--- config.mk ---
export PLATFORM = sky130hd
export DESIGN_NAME = mult_share_ctrl
export DESIGN_NICKNAME = d
export VERILOG_FILES = /design/src/rtl/mult_share_ctrl.sv
export SDC_FILE = /design/constraint.sdc
export NUM_CORES = 1
export LEC_CHECK = 0
export ABC_AREA = 0
export CAP_MARGIN = 5
export CORE_MARGIN = 1.5
export CORE_UTILIZATION = 40
export DETAILED_ROUTE_END_ITERATION = 6
export DONT_BUFFER_PORTS = 1
export PLACE_DENSITY = 0.53
export SLEW_MARGIN = 20
export SYNTH_ARGS = -nofsm -noshare
export SYNTH_HDL_FRONTEND = slang
export SYNTH_SLANG_ARGS = --single-unit
--- constraint.sdc ---
create_clock -name clk -period 3.5 [get_ports clk]
set_input_delay 0.7 -clock clk [delete_from_list [all_inputs] [get_ports clk]]
set_output_delay 0.7 -clock clk [all_outputs]
set_load 0.02 [all_outputs]
--- src/rtl/mult_share_ctrl.sv ---
// Round-robin front end that time-shares one external pipelined multiplier
// among NUM_REQ requesters, returning each product into a per-requester hold register.

module mult_share_slot #(
  parameter int WIDTH = 32
) (
  input  logic             clk,
  input  logic             rst_n,
  input  logic             accept,
  input  logic             capture,
  input  logic [WIDTH-1:0] mul_p,
  input  logic             rsp_ready,
  output logic             busy,
  output logic             rsp_valid,
  output logic [WIDTH-1:0] rsp_data
);
  logic             busy_q, busy_d;
  logic             rsp_valid_q, rsp_valid_d;
  logic [WIDTH-1:0] rsp_data_q, rsp_data_d;

  // Busy spans accept through response handshake, so capture and handshake never collide.
  always_comb begin
    busy_d      = busy_q;
    rsp_valid_d = rsp_valid_q;
    rsp_data_d  = rsp_data_q;
    if (rsp_valid_q && rsp_ready) begin
      rsp_valid_d = 1'b0;
      busy_d      = 1'b0;
    end
    if (capture) begin
      rsp_valid_d = 1'b1;
      rsp_data_d  = mul_p;
    end
    if (accept) busy_d = 1'b1;
  end

  always_ff @(posedge clk or negedge rst_n) begin
    if (!rst_n) begin
      busy_q      <= 1'b0;
      rsp_valid_q <= 1'b0;
      rsp_data_q  <= '0;
    end else begin
      busy_q      <= busy_d;
      rsp_valid_q <= rsp_valid_d;
      rsp_data_q  <= rsp_data_d;
    end
  end

  assign busy      = busy_q;
  assign rsp_valid = rsp_valid_q;
  assign rsp_data  = rsp_data_q;
endmodule

module mult_share_ctrl #(
  parameter int NUM_REQ = 2,
  parameter int WIDTH   = 32,
  parameter int LATENCY = 4
) (
  input  logic                     clk,
  input  logic                     rst_n,
  input  logic [NUM_REQ-1:0]       req_valid,
  output logic [NUM_REQ-1:0]       req_ready,
  input  logic [NUM_REQ*WIDTH-1:0] req_a,
  input  logic [NUM_REQ*WIDTH-1:0] req_b,
  output logic [NUM_REQ-1:0]       rsp_valid,
  input  logic [NUM_REQ-1:0]       rsp_ready,
  output logic [NUM_REQ*WIDTH-1:0] rsp_data,
  output logic [WIDTH-1:0]         mul_a,
  output logic [WIDTH-1:0]         mul_b,
  input  logic [WIDTH-1:0]         mul_p,
  output logic                     idle
);
  localparam int PW     = (NUM_REQ > 1) ? $clog2(NUM_REQ) : 1;
  localparam int STAGES = LATENCY - 1;

  logic [NUM_REQ-1:0][WIDTH-1:0] a_v, b_v, rsp_data_v;
  logic [NUM_REQ-1:0]            busy, elig, cap;
  logic [PW-1:0]                 rr_ptr_q, rr_ptr_d, grant_idx;
  logic [PW:0]                   idx_sum;
  logic                          any_grant;
  logic [WIDTH-1:0]              mul_a_q, mul_a_d, mul_b_q, mul_b_d;
  logic [STAGES:0]               vld_pipe_q, vld_pipe_d;
  logic [STAGES:0][PW-1:0]       id_pipe_q, id_pipe_d;

  assign a_v  = req_a;
  assign b_v  = req_b;
  assign elig = req_valid & ~busy;

  // Scan rr_ptr, rr_ptr+1, ... with explicit wrap so non-power-of-two NUM_REQ works.
  always_comb begin
    any_grant = 1'b0;
    grant_idx = '0;
    idx_sum   = '0;
    for (int k = 0; k < NUM_REQ; k++) begin
      idx_sum = {1'b0, rr_ptr_q} + (PW+1)'(k);
      if (idx_sum >= (PW+1)'(NUM_REQ)) idx_sum = idx_sum - (PW+1)'(NUM_REQ);
      if (!any_grant && elig[idx_sum[PW-1:0]]) begin
        any_grant = 1'b1;
        grant_idx = idx_sum[PW-1:0];
      end
    end
  end

  assign req_ready = any_grant ? (NUM_REQ'(1) << grant_idx) : '0;

  always_comb begin
    mul_a_d    = mul_a_q;
    mul_b_d    = mul_b_q;
    rr_ptr_d   = rr_ptr_q;
    vld_pipe_d = {vld_pipe_q[STAGES-1+1-1:0], any_grant};
    id_pipe_d  = id_pipe_q;
    for (int s = STAGES; s > 0; s--) id_pipe_d[s] = id_pipe_q[s-1];
    id_pipe_d[0] = grant_idx;
    if (any_grant) begin
      mul_a_d  = a_v[grant_idx];
      mul_b_d  = b_v[grant_idx];
      rr_ptr_d = (grant_idx == PW'(NUM_REQ-1)) ? '0 : grant_idx + 1'b1;
    end
  end

  always_ff @(posedge clk or negedge rst_n) begin
    if (!rst_n) begin
      mul_a_q    <= '0;
      mul_b_q    <= '0;
      rr_ptr_q   <= '0;
      vld_pipe_q <= '0;
      id_pipe_q  <= '0;
    end else begin
      mul_a_q    <= mul_a_d;
      mul_b_q    <= mul_b_d;
      rr_ptr_q   <= rr_ptr_d;
      vld_pipe_q <= vld_pipe_d;
      id_pipe_q  <= id_pipe_d;
    end
  end

  for (genvar i = 0; i < NUM_REQ; i++) begin : g_slot
    assign cap[i] = vld_pipe_q[STAGES] && (id_pipe_q[STAGES] == PW'(i));
    mult_share_slot #(.WIDTH(WIDTH)) u_slot (
      .clk       (clk),
      .rst_n     (rst_n),
      .accept    (req_ready[i]),
      .capture   (cap[i]),
      .mul_p     (mul_p),
      .rsp_ready (rsp_ready[i]),
      .busy      (busy[i]),
      .rsp_valid (rsp_valid[i]),
      .rsp_data  (rsp_data_v[i])
    );
  end

  assign rsp_data = rsp_data_v;
  assign mul_a    = mul_a_q;
  assign mul_b    = mul_b_q;
  assign idle     = ~|busy;
endmodule

Word-level counts from Yosys, hierarchy flattened:

Cells that the tools add are included.

* register bits: 141
* word-level logic and storage cells: 61
* output and inout port bits: 133

* shifts and indexed selects: 1
* add/sub/neg operators: 4
* order comparisons: 5
* reductions and logical operators: 12
* bitwise operators: 3
* muxes and demuxes: 22

Operators by type and width (count)
* 2-to-1 mux 32 bit: 4
* 2-to-1 mux 1 bit: 17
* nonzero test 2 bit: 4
* < comparator 1 x 2 -> 1 bit, second input constant: 3
* logical AND 1 bit: 5
* adder 1 x 1 -> 2 bit, second input constant: 1
* AND 2 bit: 1
* >= comparator 1 x 2 -> 1 bit, second input constant: 1
* >= comparator 2 bit, second input constant: 1
* logical NOT 1 bit: 2
* 2-to-1 mux 2 bit: 1
* NOT 2 bit: 1
* OR reduction 2 bit: 1
* << shifter 1 x 1 -> 2 bit, first input constant: 1
* subtractor 1 bit, second input constant: 2
* adder 1 bit, second input constant: 1
* NOT 1 bit: 1

Depth between registers and ports, before layout:

* depth in word-level cells: 11
* depth in mapped cells: 6
* mapped depth without buffers: 3

Cells and area by module:

Synthesis repeated with hierarchy kept, for this count alone.

* cell total of the unflattened synthesis: 391
* area, all modules: 6072.1 um2

Modules (own cells, without submodules)
* mult_share_ctrl: times used 1, area each 3244.4 um2, cells an instance 243
* mult_share_slot: times used 2, area each 1413.9 um2, cells an instance 74

Least setup slack after synthesis:

OpenSTA, ideal clock, no wires.

* path type: in2out
* start point: in req_valid[1]
* end point: out req_ready[1]
* setup slack: 1.186 ns
* data required time: 2.800 ns
* stages on the path: 6
* arrival: 1.614 ns
* cells stage by stage: nor2b_1 -> buf_6 -> buf_4 -> buf_2 -> a21boi_0 -> buf_4

* word-level cells in the longest chain between the ends: 9

Ends and longest elaborated chain
* from (decl): RTL line 61 `input logic [NUM_REQ-1:0] req_valid,`
* AND 2 bit *: RTL line 87 `assign elig = req_valid & ~busy;`
* 2-to-1 mux 1 bit (implied by the code) (2 in series): RTL line 97 `if (!any_grant && elig[idx_sum[PW-1:0]]) begin`
* 2-to-1 mux 1 bit: RTL line 97
* logical NOT 1 bit: RTL line 97
* logical AND 1 bit: RTL line 97
* 2-to-1 mux 1 bit: RTL line 97
* << shifter 1 x 1 -> 2 bit: RTL line 104 `assign req_ready = any_grant ? (NUM_REQ'(1) << grant_idx) : '0;`
* 2-to-1 mux 2 bit *: RTL line 104
* to (decl): RTL line 62 `output logic [NUM_REQ-1:0] req_ready,`

Mark *: on every way between the ends. The rest lies on a longest branch, timed or not. The select of a mux whose other input is x is not followed.

Worst setup path after layout:

* start point: reg g_slot[1].u_slot.busy_q
* end point: out req_ready[1]

* word-level cells in the longest chain between the ends: 10

Ends and longest elaborated chain
* from (decl): RTL line 17 `logic busy_q, busy_d;`
* from (signal assigned): RTL line 43 `busy_q <= busy_d;`
* NOT 2 bit *: RTL line 87
* AND 2 bit *: RTL line 87
* 2-to-1 mux 1 bit (implied by the code) (2 in series): RTL line 97
* 2-to-1 mux 1 bit: RTL line 97
* logical NOT 1 bit: RTL line 97
* logical AND 1 bit: RTL line 97
* 2-to-1 mux 1 bit: RTL line 97
* << shifter 1 x 1 -> 2 bit: RTL line 104
* 2-to-1 mux 2 bit *: RTL line 104

Marked as above.

==> metrics.csv <==
metric,value,unit
status,"finished, violations left",
violations,negative hold slack,
first_pass_iters,4,
cts_max_level,4,
clock.fmax,411,MHz
place_congestion,0.765,
routed_wl,13.5,mm
crit_type,reg -> out,
grt.total_usage,0.173,
synth-warning-count,0,
clock_latency,0.41,ns
rrSetupSlack,1.18,ns
setup_violations,0,
ant_nets,0,
cts_root_buffer,clkbuf_16,
start_util,0.414,
syn_inst,394,
fin_setup_tns,0,ns
clockBufferDepth,2,
vias,3407,
die_w,123,um
grt_pass1_vias,3510,
fin_crit_sh,0.695,
min_path_type,in -> async,
cts-buffers-inserted,17,
cp_num_buf_inv,0,
max_slew_margin,0.336,
crit_path_start_kind,register,
avgSynthCellArea,14.7,um2
final_nets,544,
design_area,6450,um2
port_buffers,0,
reg2reg_to,mul_a[13]$_DFFE_PN0N_,
rows,43,
final.min_clock_period,2.43,ns
die-area,15200,um2
cellLeakagePower,2.72,nW
place_area,5810,um2
grt_setup_unrepaired,false,
syn_to_final_growth,11.5,%
r2r_cells,5,
hold_viol,100,
ys_seq_area_frac,0.610,
worst_path_max_delay_cell,a21boi_0,
syn_area,5790,um2
post_drt_via_cell_ratio,5.97,
wire_per_inst,23.6,um
arrival,1.73,ns
grt_max_degree,142,
finClkSkew,0.00698,ns
ios,299,
core_area,14000,um2
max_cap_viol_count,0,
endpoint_kind,primary output,
antenna_cells,0,
synth_seq_cells,141,
cts_tree,done,
drive_above_1_share,0.276,
clock-sinks,141,
r2r_start,g_slot[0].u_slot.busy$_DFFE_PN0P_,
finalMaxSlewViolations,0,
drc,0,
die_h,123,um
worstPathMaxFanout,5,
post-dp-hpwl,8.99,mm
antenna_found_initial,0,
power_per_cell_area,1150,nW/um2
critPathMaxStageDelay,0.69,ns
drtIter0Drc,172,
grt_pass1_wl,19.5,mm
required,2.80,ns
grt_remaining_overflow,0,
crit_path_cell_trace,nor2b_4 -> a21boi_0,
hold_slack,-0.0144,ns
cts_resized,0,
synth_fp_nets,560,
cp_top_family,compound AO/OA/AOI/OAI gates,
synth_cell_types,18,
path_clk_slew,0.06,ns
irDropWorstVdd,0.000375,V
tightest_slew,0.993,ns
post_cts_buffers,0,
[worst max path at each step]
| stage | from | end | slack (ns) | cells after the start |
|---|---|---|---|---|
| after floorplan | req_valid[1] | req_ready[1] | 1.19 | 6 |
| after detailed placement | req_valid[0] | mul_a[13]$_DFFE_PN0N_ | 0.92 | 5 |
| after global placement | req_valid[0] | mul_a[5]$_DFFE_PN0N_ | 0.97 | 5 |
| after global routing | g_slot[1].u_slot.busy$_DFFE_PN0P_ | req_ready[1] | 1.02 | 2 |
| after CTS | g_slot[1].u_slot.busy$_DFFE_PN0P_ | req_ready[1] | 1.04 | 2 |
| final | g_slot[1].u_slot.busy$_DFFE_PN0P_ | req_ready[1] | 1.07 | 2 |
[logic make-up after synthesis]
kind of cell,Yosys count,share of synthesized area
and+or+nand+nor,73,0.0906
DFF,141,0.610
buffers and inverters,44,0.0508
AOI/OAI and AO/OA,72,0.124
muxes,64,0.125
[registers in the layout (all words and copies together), names as in the netlist]
register	cells
g_slot.u_slot.rsp_data	64
mul_a	32
mul_b	32
vld_pipe_q	4
id_pipe_d	3
g_slot.u_slot.busy	2
g_slot.u_slot.rsp_valid	2
id_pipe_q	1
rr_ptr_q	1
[worst register-to-register path, stage by stage, from the launching register on]
cell and delay [ns]:
dfrtp_1 0.42, nor2b_4 0.14, buf_4 0.62, a21boi_4 0.34
buf_12 0.28, a221o_1 0.40
[placed cells by master, fill, tap and decap left out, drive strengths merged]
cell type / synthesis / routed
dfrtp: 141 / 141
nor3b: 64 / 64
a221o: 64 / 64
mux2: 64 / 64
clkbuf: 7 / 17
clkinv: 0 / 6
buf: 34 / 6
inv: 3 / 6
bufinv: 0 / 5
nor2b: 3 / 3
nand2: 3 / 3
a21o: 3 / 3
a21boi: 3 / 3
nor2: 2 / 2
or2: 1 / 1
a21oi: 1 / 1
o21ai: 1 / 1
clkinvlp: 0 / 1
[cell type report]
class,count,area [um2]
multi-input cells,209,1990
clock buffers,17,425
fillers,1232,7540
repair buffers,6,57.6
well taps,180,225
flip-flops and latches,141,3530
clock inverters,15,218
inverters,3,11.3
[through the flow]
stage	total power [mW]	worst slack, ns	std cells	utilization
floorplan	5.16	1.19	394	-
global placement	5.44	0.969	539	0.415
detailed placement	5.53	0.925	539	0.415
CTS	7.50	1.04	571	0.461
global route	7.81	1.02	571	0.461
finish	7.41	1.07	571	0.461
[cells in the mapped netlist, drive strengths merged]
| cell | instances | area share |
|---|---|---|
| dfrtp | 141 | 0.61 |
| a221o | 64 | 0.11 |
| mux2 | 64 | 0.12 |
| nor3b | 64 | 0.083 |
| buf | 34 | 0.044 |
| clkbuf | 7 | 0.0045 |
| a21boi | 3 | 0.0078 |
| a21o | 3 | 0.0039 |
| inv | 3 | 0.0019 |
| nand2 | 3 | 0.0019 |
| nor2b | 3 | 0.0032 |
| nor2 | 2 | 0.0013 |
| a21oi | 1 | 0.00086 |
| o21ai | 1 | 0.00086 |
| or2 | 1 | 0.0011 |
[report_power, final]
part	switching, mW	total, mW	internal (mW)
combinational	0.646	1.55	0.901
clock	0.682	1.95	1.27
sequential	1.50	3.92	2.42
[layer usage]
metal | share of wire | wire length, um | up-vias | track usage
met2 | 0.51 | 6870 | 197 | 0.291
met4 | 0.019 | 257 | 0 | 0.0704
met1 | 0.37 | 4940 | 1726 | 0.196
met3 | 0.10 | 1410 | 22 | 0.0683
li1 | - | - | 1462 | -
met5 | 0 | 0 | - | 0
No activity file was read; power rests on OpenSTA's default activity.
